**config.mk**
```make
export PLATFORM = sky130hd
export DESIGN_NAME = seq_issue
export DESIGN_NICKNAME = d
export VERILOG_FILES = /design/src/rtl/seq_issue_pkg.sv /design/src/rtl/seq_issue_fifo.sv /design/src/rtl/seq_issue.sv
export SDC_FILE = /design/constraint.sdc
export NUM_CORES = 1
export LEC_CHECK = 0
export ABC_AREA = 1
export CELL_PAD_IN_SITES_DETAIL_PLACEMENT = 0
export CELL_PAD_IN_SITES_GLOBAL_PLACEMENT = 1
export CORE_MARGIN = 2
export CORE_UTILIZATION = 28
export DETAILED_ROUTE_END_ITERATION = 12
export MAX_ROUTING_LAYER = met4
export PLACE_DENSITY_LB_ADDON = 0.1
export SLEW_MARGIN = 5
export SYNTH_ARGS = -nofsm -noshare
export SYNTH_HDL_FRONTEND = slang
export SYNTH_HIERARCHICAL = 1
export SYNTH_SLANG_ARGS = --single-unit
```
**constraint.sdc**
```tcl
create_clock -name clk -period 3.5 [get_ports clk]
set_input_delay 0.875 -clock clk [delete_from_list [all_inputs] [get_ports clk]]
set_output_delay 0.875 -clock clk [all_outputs]
set_load 0.02 [all_outputs]
```
**src/rtl/seq_issue_pkg.sv**
```systemverilog
// Shared definitions for the seq issue controller.
// Opcodes, instruction field positions and issue FSM encoding.
package seq_issue_pkg;

    localparam int INST_W = 8;

    localparam logic [1:0] OP_PUSH = 2'd0;
    localparam logic [1:0] OP_ADD  = 2'd1;
    localparam logic [1:0] OP_MULT = 2'd2;
    localparam logic [1:0] OP_SEND = 2'd3;

    localparam int OP_HI  = 7;
    localparam int OP_LO  = 6;
    localparam int RA_HI  = 5;
    localparam int RA_LO  = 4;
    localparam int RB_HI  = 3;
    localparam int RB_LO  = 2;
    localparam int RC_HI  = 1;
    localparam int RC_LO  = 0;
    localparam int IMM_HI = 3;
    localparam int IMM_LO = 0;

    typedef enum logic [1:0] {
        ST_IDLE = 2'd0,
        ST_RUN  = 2'd1,
        ST_STEP = 2'd2
    } state_t;

    // Register written by an instruction; send writes nothing.
    function automatic logic [1:0] dest_reg(input logic [7:0] inst);
        if (inst[OP_HI:OP_LO] == OP_PUSH)
            return inst[RA_HI:RA_LO];
        return inst[RC_HI:RC_LO];
    endfunction

    // True when the instruction reads register r.
    function automatic logic reads_reg(input logic [7:0] inst,
                                       input logic [1:0] r);
        logic [1:0] op;
        op = inst[OP_HI:OP_LO];
        if (op == OP_ADD || op == OP_MULT)
            return (inst[RA_HI:RA_LO] == r) || (inst[RB_HI:RB_LO] == r);
        if (op == OP_SEND)
            return inst[RA_HI:RA_LO] == r;
        return 1'b0;
    endfunction

endpackage

```
**src/rtl/seq_issue_fifo.sv**
```systemverilog
// Synchronous instruction FIFO with occupancy count.
// Pointers wrap modulo DEPTH; full/empty come from the registered count.
module seq_issue_fifo #(
    parameter int W     = 8,
    parameter int DEPTH = 8
) (
    input  logic                     clk,
    input  logic                     rst,
    input  logic [W-1:0]             wr_data,
    input  logic                     wr_en,
    input  logic                     rd_en,
    output logic [W-1:0]             rd_data,
    output logic [$clog2(DEPTH):0]   count,
    output logic                     full,
    output logic                     empty
);

    localparam int AW = $clog2(DEPTH);

    logic [W-1:0]  mem [DEPTH];
    logic [AW-1:0] wr_ptr;
    logic [AW-1:0] rd_ptr;
    logic          push;
    logic          pop;

    assign full    = (count == (AW+1)'(DEPTH));
    assign empty   = (count == '0);
    assign push    = wr_en & ~full;
    assign pop     = rd_en & ~empty;
    assign rd_data = mem[rd_ptr];

    // Storage array; contents need no reset since pointers gate visibility.
    always_ff @(posedge clk) begin
        if (push)
            mem[wr_ptr] <= wr_data;
    end

    // Pointer and occupancy bookkeeping.
    always_ff @(posedge clk or negedge rst) begin
        if (!rst) begin
            wr_ptr <= '0;
            rd_ptr <= '0;
            count  <= '0;
        end else begin
            if (push)
                wr_ptr <= wr_ptr + 1'b1;
            if (pop)
                rd_ptr <= rd_ptr + 1'b1;
            unique case ({push, pop})
                2'b10:   count <= count + 1'b1;
                2'b01:   count <= count - 1'b1;
                default: count <= count;
            endcase
        end
    end

endmodule

```
**src/rtl/seq_issue.sv**
```systemverilog
// Issue controller feeding the seq datapath from a small FIFO.
// Run/step FSM, send-vs-busy stall and one-bubble RAW hazard interlock.
module seq_issue #(
    parameter int INST_W = seq_issue_pkg::INST_W,
    parameter int DEPTH  = 8,
    parameter int CNT_W  = 16
) (
    input  logic                     clk,
    input  logic                     rst,
    input  logic [INST_W-1:0]        i_wr_inst,
    input  logic                     i_wr_valid,
    output logic                     o_wr_ready,
    input  logic                     i_run,
    input  logic                     i_step,
    input  logic                     i_tx_busy,
    output logic [INST_W-1:0]        o_inst,
    output logic                     o_inst_valid,
    output logic                     o_empty,
    output logic [$clog2(DEPTH):0]   o_count,
    output logic [CNT_W-1:0]         o_issued_cnt,
    output logic [CNT_W-1:0]         o_stall_cnt
);

    import seq_issue_pkg::*;

    state_t             state;
    state_t             state_nxt;
    logic [INST_W-1:0]  head;
    logic               full;
    logic               active;
    logic               hazard;
    logic               busy_blk;
    logic               can_issue;
    logic               last_wr_vld;
    logic [1:0]         last_wr_reg;

    seq_issue_fifo #(
        .W     (INST_W),
        .DEPTH (DEPTH)
    ) u_fifo (
        .clk     (clk),
        .rst     (rst),
        .wr_data (i_wr_inst),
        .wr_en   (i_wr_valid),
        .rd_en   (can_issue),
        .rd_data (head),
        .count   (o_count),
        .full    (full),
        .empty   (o_empty)
    );

    assign o_wr_ready   = ~full;
    assign o_inst_valid = can_issue;
    assign o_inst       = o_empty ? '0 : head;

    // Eligibility of the FIFO head this cycle.
    always_comb begin
        active    = (state == ST_RUN) || (state == ST_STEP);
        busy_blk  = (head[OP_HI:OP_LO] == OP_SEND) && i_tx_busy;
        hazard    = last_wr_vld && reads_reg(head[7:0], last_wr_reg);
        can_issue = active && !o_empty && !busy_blk && !hazard;
    end

    // Next-state logic for run/step control.
    always_comb begin
        state_nxt = state;
        unique case (state)
            ST_IDLE: begin
                if (i_run)
                    state_nxt = ST_RUN;
                else if (i_step)
                    state_nxt = ST_STEP;
            end
            ST_RUN: begin
                if (!i_run)
                    state_nxt = ST_IDLE;
            end
            ST_STEP: begin
                if (can_issue)
                    state_nxt = ST_IDLE;
            end
            default: state_nxt = ST_IDLE;
        endcase
    end

    // State register.
    always_ff @(posedge clk or negedge rst) begin
        if (!rst)
            state <= ST_IDLE;
        else
            state <= state_nxt;
    end

    // Remember last cycle's write-back target for the hazard check.
    always_ff @(posedge clk or negedge rst) begin
        if (!rst) begin
            last_wr_vld <= 1'b0;
            last_wr_reg <= '0;
        end else if (can_issue && head[OP_HI:OP_LO] != OP_SEND) begin
            last_wr_vld <= 1'b1;
            last_wr_reg <= dest_reg(head[7:0]);
        end else begin
            last_wr_vld <= 1'b0;
            last_wr_reg <= '0;
        end
    end

    // Issue and stall statistics, free-running with wrap.
    always_ff @(posedge clk or negedge rst) begin
        if (!rst) begin
            o_issued_cnt <= '0;
            o_stall_cnt  <= '0;
        end else begin
            if (can_issue)
                o_issued_cnt <= o_issued_cnt + 1'b1;
            if (active && !o_empty && !can_issue)
                o_stall_cnt <= o_stall_cnt + 1'b1;
        end
    end

endmodule

```
[Word-level counts from Yosys, hierarchy flattened]
Memories as Yosys holds them, arrays and structs flattened.
Cells that the tools add are included.
Operators by class
  add/sub/neg operators: 6
  equal/unequal tests: 14
  multiplexer cells: 22
  bitwise logic cells: 4
  reduce and logical (&&, ||, !) cells: 19
Operator list (count)
  $add A16 B1 Y16 const B: 2
  $mux W2: 7
  $mux W1: 12
  $eq A2 B2 Y1 const B: 4
  $mux W8: 1
  $pmux W4 S2: 1
  $logic_and A1 B1 Y1: 7
  $add A3 B1 Y3 const B: 2
  $eq A2 B1 Y1 const B: 3
  $ne A2 B2 Y1 const B: 3
  $pmux W2 S3: 1
  $add A4 B1 Y4 const B: 1
  $eq A2 B2 Y1: 2
  $eq A4 B4 Y1 const B: 1
  $logic_not A1 Y1: 4
  $logic_not A2 Y1: 2
  $logic_not A4 Y1: 1
  $sub A4 B1 Y4 const B: 1
  $logic_or A1 B1 Y1: 3
  $ne A3 B3 Y1 const B: 1
  $reduce_and A3 Y1: 1
  $and A1 B1 Y1: 2
  $not A1 Y1: 2
  $reduce_bool A2 Y1: 1
Storage, ports and cells
  bits in registers: 47
  bits in writable memories: 64
  bits of input ports: 14
  output and inout bits: 47
  logic and storage cells: 74
  memories kept: 1
Memory list
  u_fifo.mem: words 8, bits a word 8, rd ports 1, clocked after memory_dff 0, wr ports 1, line seq_issue_fifo.sv:20  | logic [W-1:0] mem [DEPTH];

[Logic depth before layout (Yosys ltp)]
An unclocked memory read counts as a cell.
  word-level depth: 14
  gate-level depth with buffers: 25
  gate-level depth less buffers: 23

[Hierarchy]
The synthesis kept the hierarchy.
By module, submodules not included
  seq_issue_fifo: times used 1, cells each 357, area an instance 3399.5 um2, sequential area each 2172.1 um2
  seq_issue: times used 1, cells each 286, area an instance 2243.4 um2, sequential area each 925.9 um2

[Worst setup path after synthesis]
OpenSTA, ideal clock, no wires.
  path kind: flip-flop to flip-flop
  start: reg u_fifo.rd_ptr[1]
  end: reg u_fifo.count[3]
  setup time: 117 ps
  arrival time: 3067 ps
  data required time: 3383 ps
  slack: 315 ps
  stages on the path, launching flop included: 23
  path buffers: 2
  clock period less this slack: 3185 ps
  cells stage by stage: dfrtp_1 buf_4 buf_2 nor2_1 nand2_1 nand2_1 nand2_1 nand2_1 inv_1 ha_1 a21boi_0 nand3_1 nand2_2 a21boi_4 nand2_1 inv_1 ha_1 ha_1 or2_2 nand2_1 nand2_1 nand3_1 nand2_1
On the way
  elaborated cells between the ends (all ways): 26
  those cells by class: eq/ne (7); mux (8); bitwise (1); reduce/logical (9); memory (1)
RTL lines
  start, declared: line seq_issue_fifo.sv:22  | logic [AW-1:0] rd_ptr;
  start signal, assigned: line seq_issue_fifo.sv:48  | rd_ptr <= rd_ptr + 1'b1;
  $mem_v2 Z8 W8 *
  named net head[6]: line seq_issue.sv:28  | logic [INST_W-1:0] head;
  $eq A2 B2 Y1: line seq_issue_pkg.sv:43, seq_issue.sv:59
  $mux W1 (2 in series): line seq_issue_pkg.sv:43  | if (op == OP_SEND)
  $mux W1: line seq_issue_pkg.sv:45  | return 1'b0;
  $mux W1: line seq_issue_pkg.sv:43
  $logic_and A1 B1 Y1: line seq_issue.sv:60  | hazard = last_wr_vld && reads_reg(head[7:0], last_wr_reg);
  $logic_not A1 Y1: line seq_issue.sv:61  | can_issue = active && !o_empty && !busy_blk && !hazard;
  $logic_and A1 B1 Y1 *: line seq_issue.sv:61
  named net o_inst_valid: line seq_issue.sv:17  | output logic o_inst_valid,
  $and A1 B1 Y1 *: line seq_issue_fifo.sv:29  | assign pop = rd_en & ~empty;
  named net u_fifo.pop: line seq_issue_fifo.sv:24  | logic pop;
  $eq A2 B1 Y1 or $eq A2 B2 Y1 (tied branches): line seq_issue_fifo.sv:49  | unique case ({push, pop})
  $pmux W4 S2 or $reduce_bool A2 Y1 (tied branches)
  end signal, assigned: line seq_issue_fifo.sv:50  | 2'b10: count <= count + 1'b1;
  end signal, assigned: line seq_issue_fifo.sv:51  | 2'b01: count <= count - 1'b1;
  end signal, assigned: line seq_issue_fifo.sv:52  | default: count <= count;
  end, declared: line seq_issue_fifo.sv:13  | output logic [$clog2(DEPTH):0] count,
The timed path passes the listed nets; every way through them passes the cells marked *. The select of a mux whose other input is x is not followed.
A chain may end at the register's enable or synchronous reset.

[Worst setup path in the final report]
  start: reg u_fifo.rd_ptr[0]
  end: out o_inst[3]
On the way
  cells in the longest elaborated chain, start to end: 2
RTL lines
  $mem_v2 Z8 W8
  named net head[3]: line seq_issue.sv:28
  $mux W8: line seq_issue.sv:54  | assign o_inst = o_empty ? '0 : head;
  end, declared: line seq_issue.sv:16  | output logic [INST_W-1:0] o_inst,
The timed path passes the listed nets, and every way through them passes these cells.

==> results.sh <==
export IMPL_outcome="completed"
export IMPL_grt_usage_pct=13.9
export IMPL_drt_first_pass_iters=5
export IMPL_core_mm2=0.0196
export IMPL_overflow=0
export IMPL_drt_iter0_drc=238
export IMPL_synth_largest_area_cell="edfxtp_1"
export IMPL_p_leak_nw=3.11
export IMPL_grt_first_pass_wirelength_mm=22.7
export IMPL_max_freq_ghz=0.307
export IMPL_skew_ps=11.0
export IMPL_path_max_fanout=23
export IMPL_drt_wirelength_per_cell_um=13.6
export IMPL_syn_nets=670
export IMPL_synth_compound_area_share_pct=2.26
export IMPL_holdPathStages=2
export IMPL_synth_top_family_by_area="simple AND/OR/NAND/NOR gates"
export IMPL_routed_wl_mm=13.5
export IMPL_top_register="u_fifo/mem"
export IMPL_final_common_cell="nand2_1"
export IMPL_netlist_top_cells_area="edfxtp_1, dfrtp_1, nand2_1"
export IMPL_num_antenna_cells=0
export IMPL_cts_root_buffer="clkbuf_16"
export IMPL_start_kind="register"
export IMPL_powerDensity_mw_per_mm2=849
export IMPL_via_per_inst=4.19
export IMPL_antenna_left=0
export IMPL_setup_tns_ps=0
export IMPL_regArea_mm2=0.00310
export IMPL_hpwlAfterDp_mm=9.88
export IMPL_finalNonFillerCells=992
export IMPL_yosysWarnings=6
export IMPL_ys_seq_area_share_pct=54.9
export IMPL_antenna_found_initial=0
export IMPL_synth_area_per_cell_um2=8.78
export IMPL_n_fill_cell=2062
export IMPL_r2r_end="u_fifo/count[3]$_DFFE_PN0P_"
export IMPL_slew_headroom_pct=52.3
export IMPL_first_global_vias=4236
export IMPL_worst_slew_pin_slew_ps=716
export IMPL_clk_pin_slew_ps=70
export IMPL_multiInputGateArea_mm2=0.00209
export IMPL_synth_cell_type_count=30
export IMPL_critPathKind="register to primary output"
export IMPL_cts_htree_levels=3
export IMPL_r2r_cells=23
export IMPL_setup_viol=0
export IMPL_timing_final_max_slew_violations=0
export IMPL_fin_crit_ps=3250
export IMPL_rows=51
export IMPL_largest_register_ffs=64
export IMPL_layout_common_cells="nand2_1, nor2_1, inv_1"
export IMPL_dieArea_mm2=0.0213
export IMPL_largestRegisters="u_fifo/mem x64, o_issued_cnt x16, o_stall_cnt x16"
export IMPL_hold_path_class="register to register"
export IMPL_worstPathArrival_ps=2380
export IMPL_die_w_um=146
export IMPL_place_congestion=0.811
export IMPL_cts_sinks=111
export IMPL_synthSimpleGateAreaFrac_pct=26.9
export IMPL_synth_cells=643
export IMPL_ios=61
export IMPL_grt_max_degree=31
export IMPL_hold_start="state[0]$_DFFE_PN0P_"
export IMPL_cts_tree="built"
export IMPL_layout_drive_gt1_share_pct=8.53
export IMPL_cts_buffer_depth=2
export IMPL_whs_endpoint="state[0]$_DFFE_PN0P_"
export IMPL_finalCritPeriodShare_pct=93.0
export IMPL_reg2reg_slack_ps=320
export IMPL_crit_path_end_kind="primary output"
export IMPL_fin_util_pct=35.6
export IMPL_start_util_pct=28.8
export IMPL_synth_mux_area_share_pct=0
export IMPL_grt_setup_unrepaired="false"
export IMPL_worstPathRequired_ps=2620
export IMPL_area_growth_pct=23.5
export IMPL_cap_violations=0
export IMPL_die_h_um=146
export IMPL_synth_seq_cells=111
export IMPL_vias=4160
export IMPL_netlist_area_leader_share_pct=34.1
export IMPL_synth_area_mm2=0.00564
export IMPL_dp_cells=972
export IMPL_reg2reg_from="u_fifo/rd_ptr[0]$_DFFE_PN0P_"
export IMPL_clk_insertion_delay_late_ps=350
export IMPL_drcViolationCount=0
export IMPL_numCtsBuffers=9
export IMPL_synth_fa_ha_area_share_pct=3.02
export IMPL_portBuffers=60
export IMPL_synth_xor_xnor_area_share_pct=4.79
export IMPL_fin_nets=749
export IMPL_hold_violations=0
export IMPL_ir_drop_mv=0.488
## how the worst max path moves through the flow
stage | endpoint | start | slack, ps
floorplan | u_fifo/count[3]$_DFFE_PN0P_ | u_fifo/rd_ptr[1]$_DFFE_PN0P_ | 320
global placement | o_inst_valid | u_fifo/rd_ptr[0]$_DFFE_PN0P_ | 120
detailed placement | o_inst_valid | u_fifo/rd_ptr[0]$_DFFE_PN0P_ | 90
CTS | o_inst[1] | u_fifo/rd_ptr[0]$_DFFE_PN0P_ | 10
global route | u_fifo/count[3]$_DFFE_PN0P_ | u_fifo/rd_ptr[0]$_DFFE_PN0P_ | 10
finish | o_inst[3] | u_fifo/rd_ptr[0]$_DFFE_PN0P_ | 250
## final cells by class
| class | instances | share of cell area [%] |
|---|---|---|
| tap | 265 | 4.76 |
| clock inverter | 7 | 1.81 |
| multi-input combinational | 433 | 30.0 |
| sequential | 111 | 44.5 |
| clock buffer | 9 | 3.23 |
| timing repair buffer | 86 | 11.4 |
| inverter | 81 | 4.36 |
## repair_timing
action,CTS,global route
setup endpoints to repair,2,10
buffers inserted,0,4
gates resized for setup,4,6
hold buffers,0,0
## metrics by stage
stage	worst slack [ps]	hold slack, ps	instance area (µm²)	total power, mW
3_3_place_gp	123	484	6580	4.74
6_report	246	517	6970	5.91
5_1_grt	11.8	558	6970	6.45
2_1_floorplan	315	467	5640	3.85
3_5_place_dp	90.7	509	6580	4.75
4_1_cts	14.6	524	6940	5.99
## cell usage after synthesis
library cell  instances
xnor2_2               1
nand4_1               8
ha_1                 12
a21boi_2              1
nand3_2               2
o21ai_0               8
nor2_1              100
clkbuf_1              1
nor2_4                2
edfxtp_1             64
inv_1                80
a21boi_0              1
inv_2                 1
nand3_1              21
nor2_8                1
buf_4                 2
nand2_1             209
o21ai_1               7
buf_6                10
nand2_2               5
xor2_1               12
xnor2_1              17
nor4_1                1
nor3_1               19
a21boi_4              1
a21oi_1               3
fa_1                  1
or2_2                 1
buf_2                 5
dfrtp_1              47
## kinds of logic after synthesis
group           count (synthesis)
compound gates                 21
simple gates                  369
flops                         111
xor+xnor                       30
buf+inv                        99
fa+ha+maj                      13
## worst max-delay path, stage by stage (launching register included)
cell and delay (ps):
dfrtp_2 420, buf_4 130, buf_6 180, nor2_1 70
nor2_1 90, nand2_1 50, nand2_1 90, nand2_1 70
nand2_1 100, inv_1 80, nor2_1 120, clkdlybuf4s50_1 620
## per-layer routing
layer  GRT usage [%]  up-vias  share of wire, %
met4            4.80        0              0.89
met2            20.9       70                45
li1                -     2170                 -
met3            1.94        9               2.5
met5               -        -                 0
met1            19.2     1911                52
## power breakdown
part | total, mW | internal [mW] | switching (mW)
Clock | 1.20 | 0.709 | 0.496
Combinational | 2.87 | 1.11 | 1.75
Sequential | 1.84 | 1.64 | 0.204
Total | 5.91 | 3.46 | 2.45
Note: power is estimated with default switching activity, not from simulation.
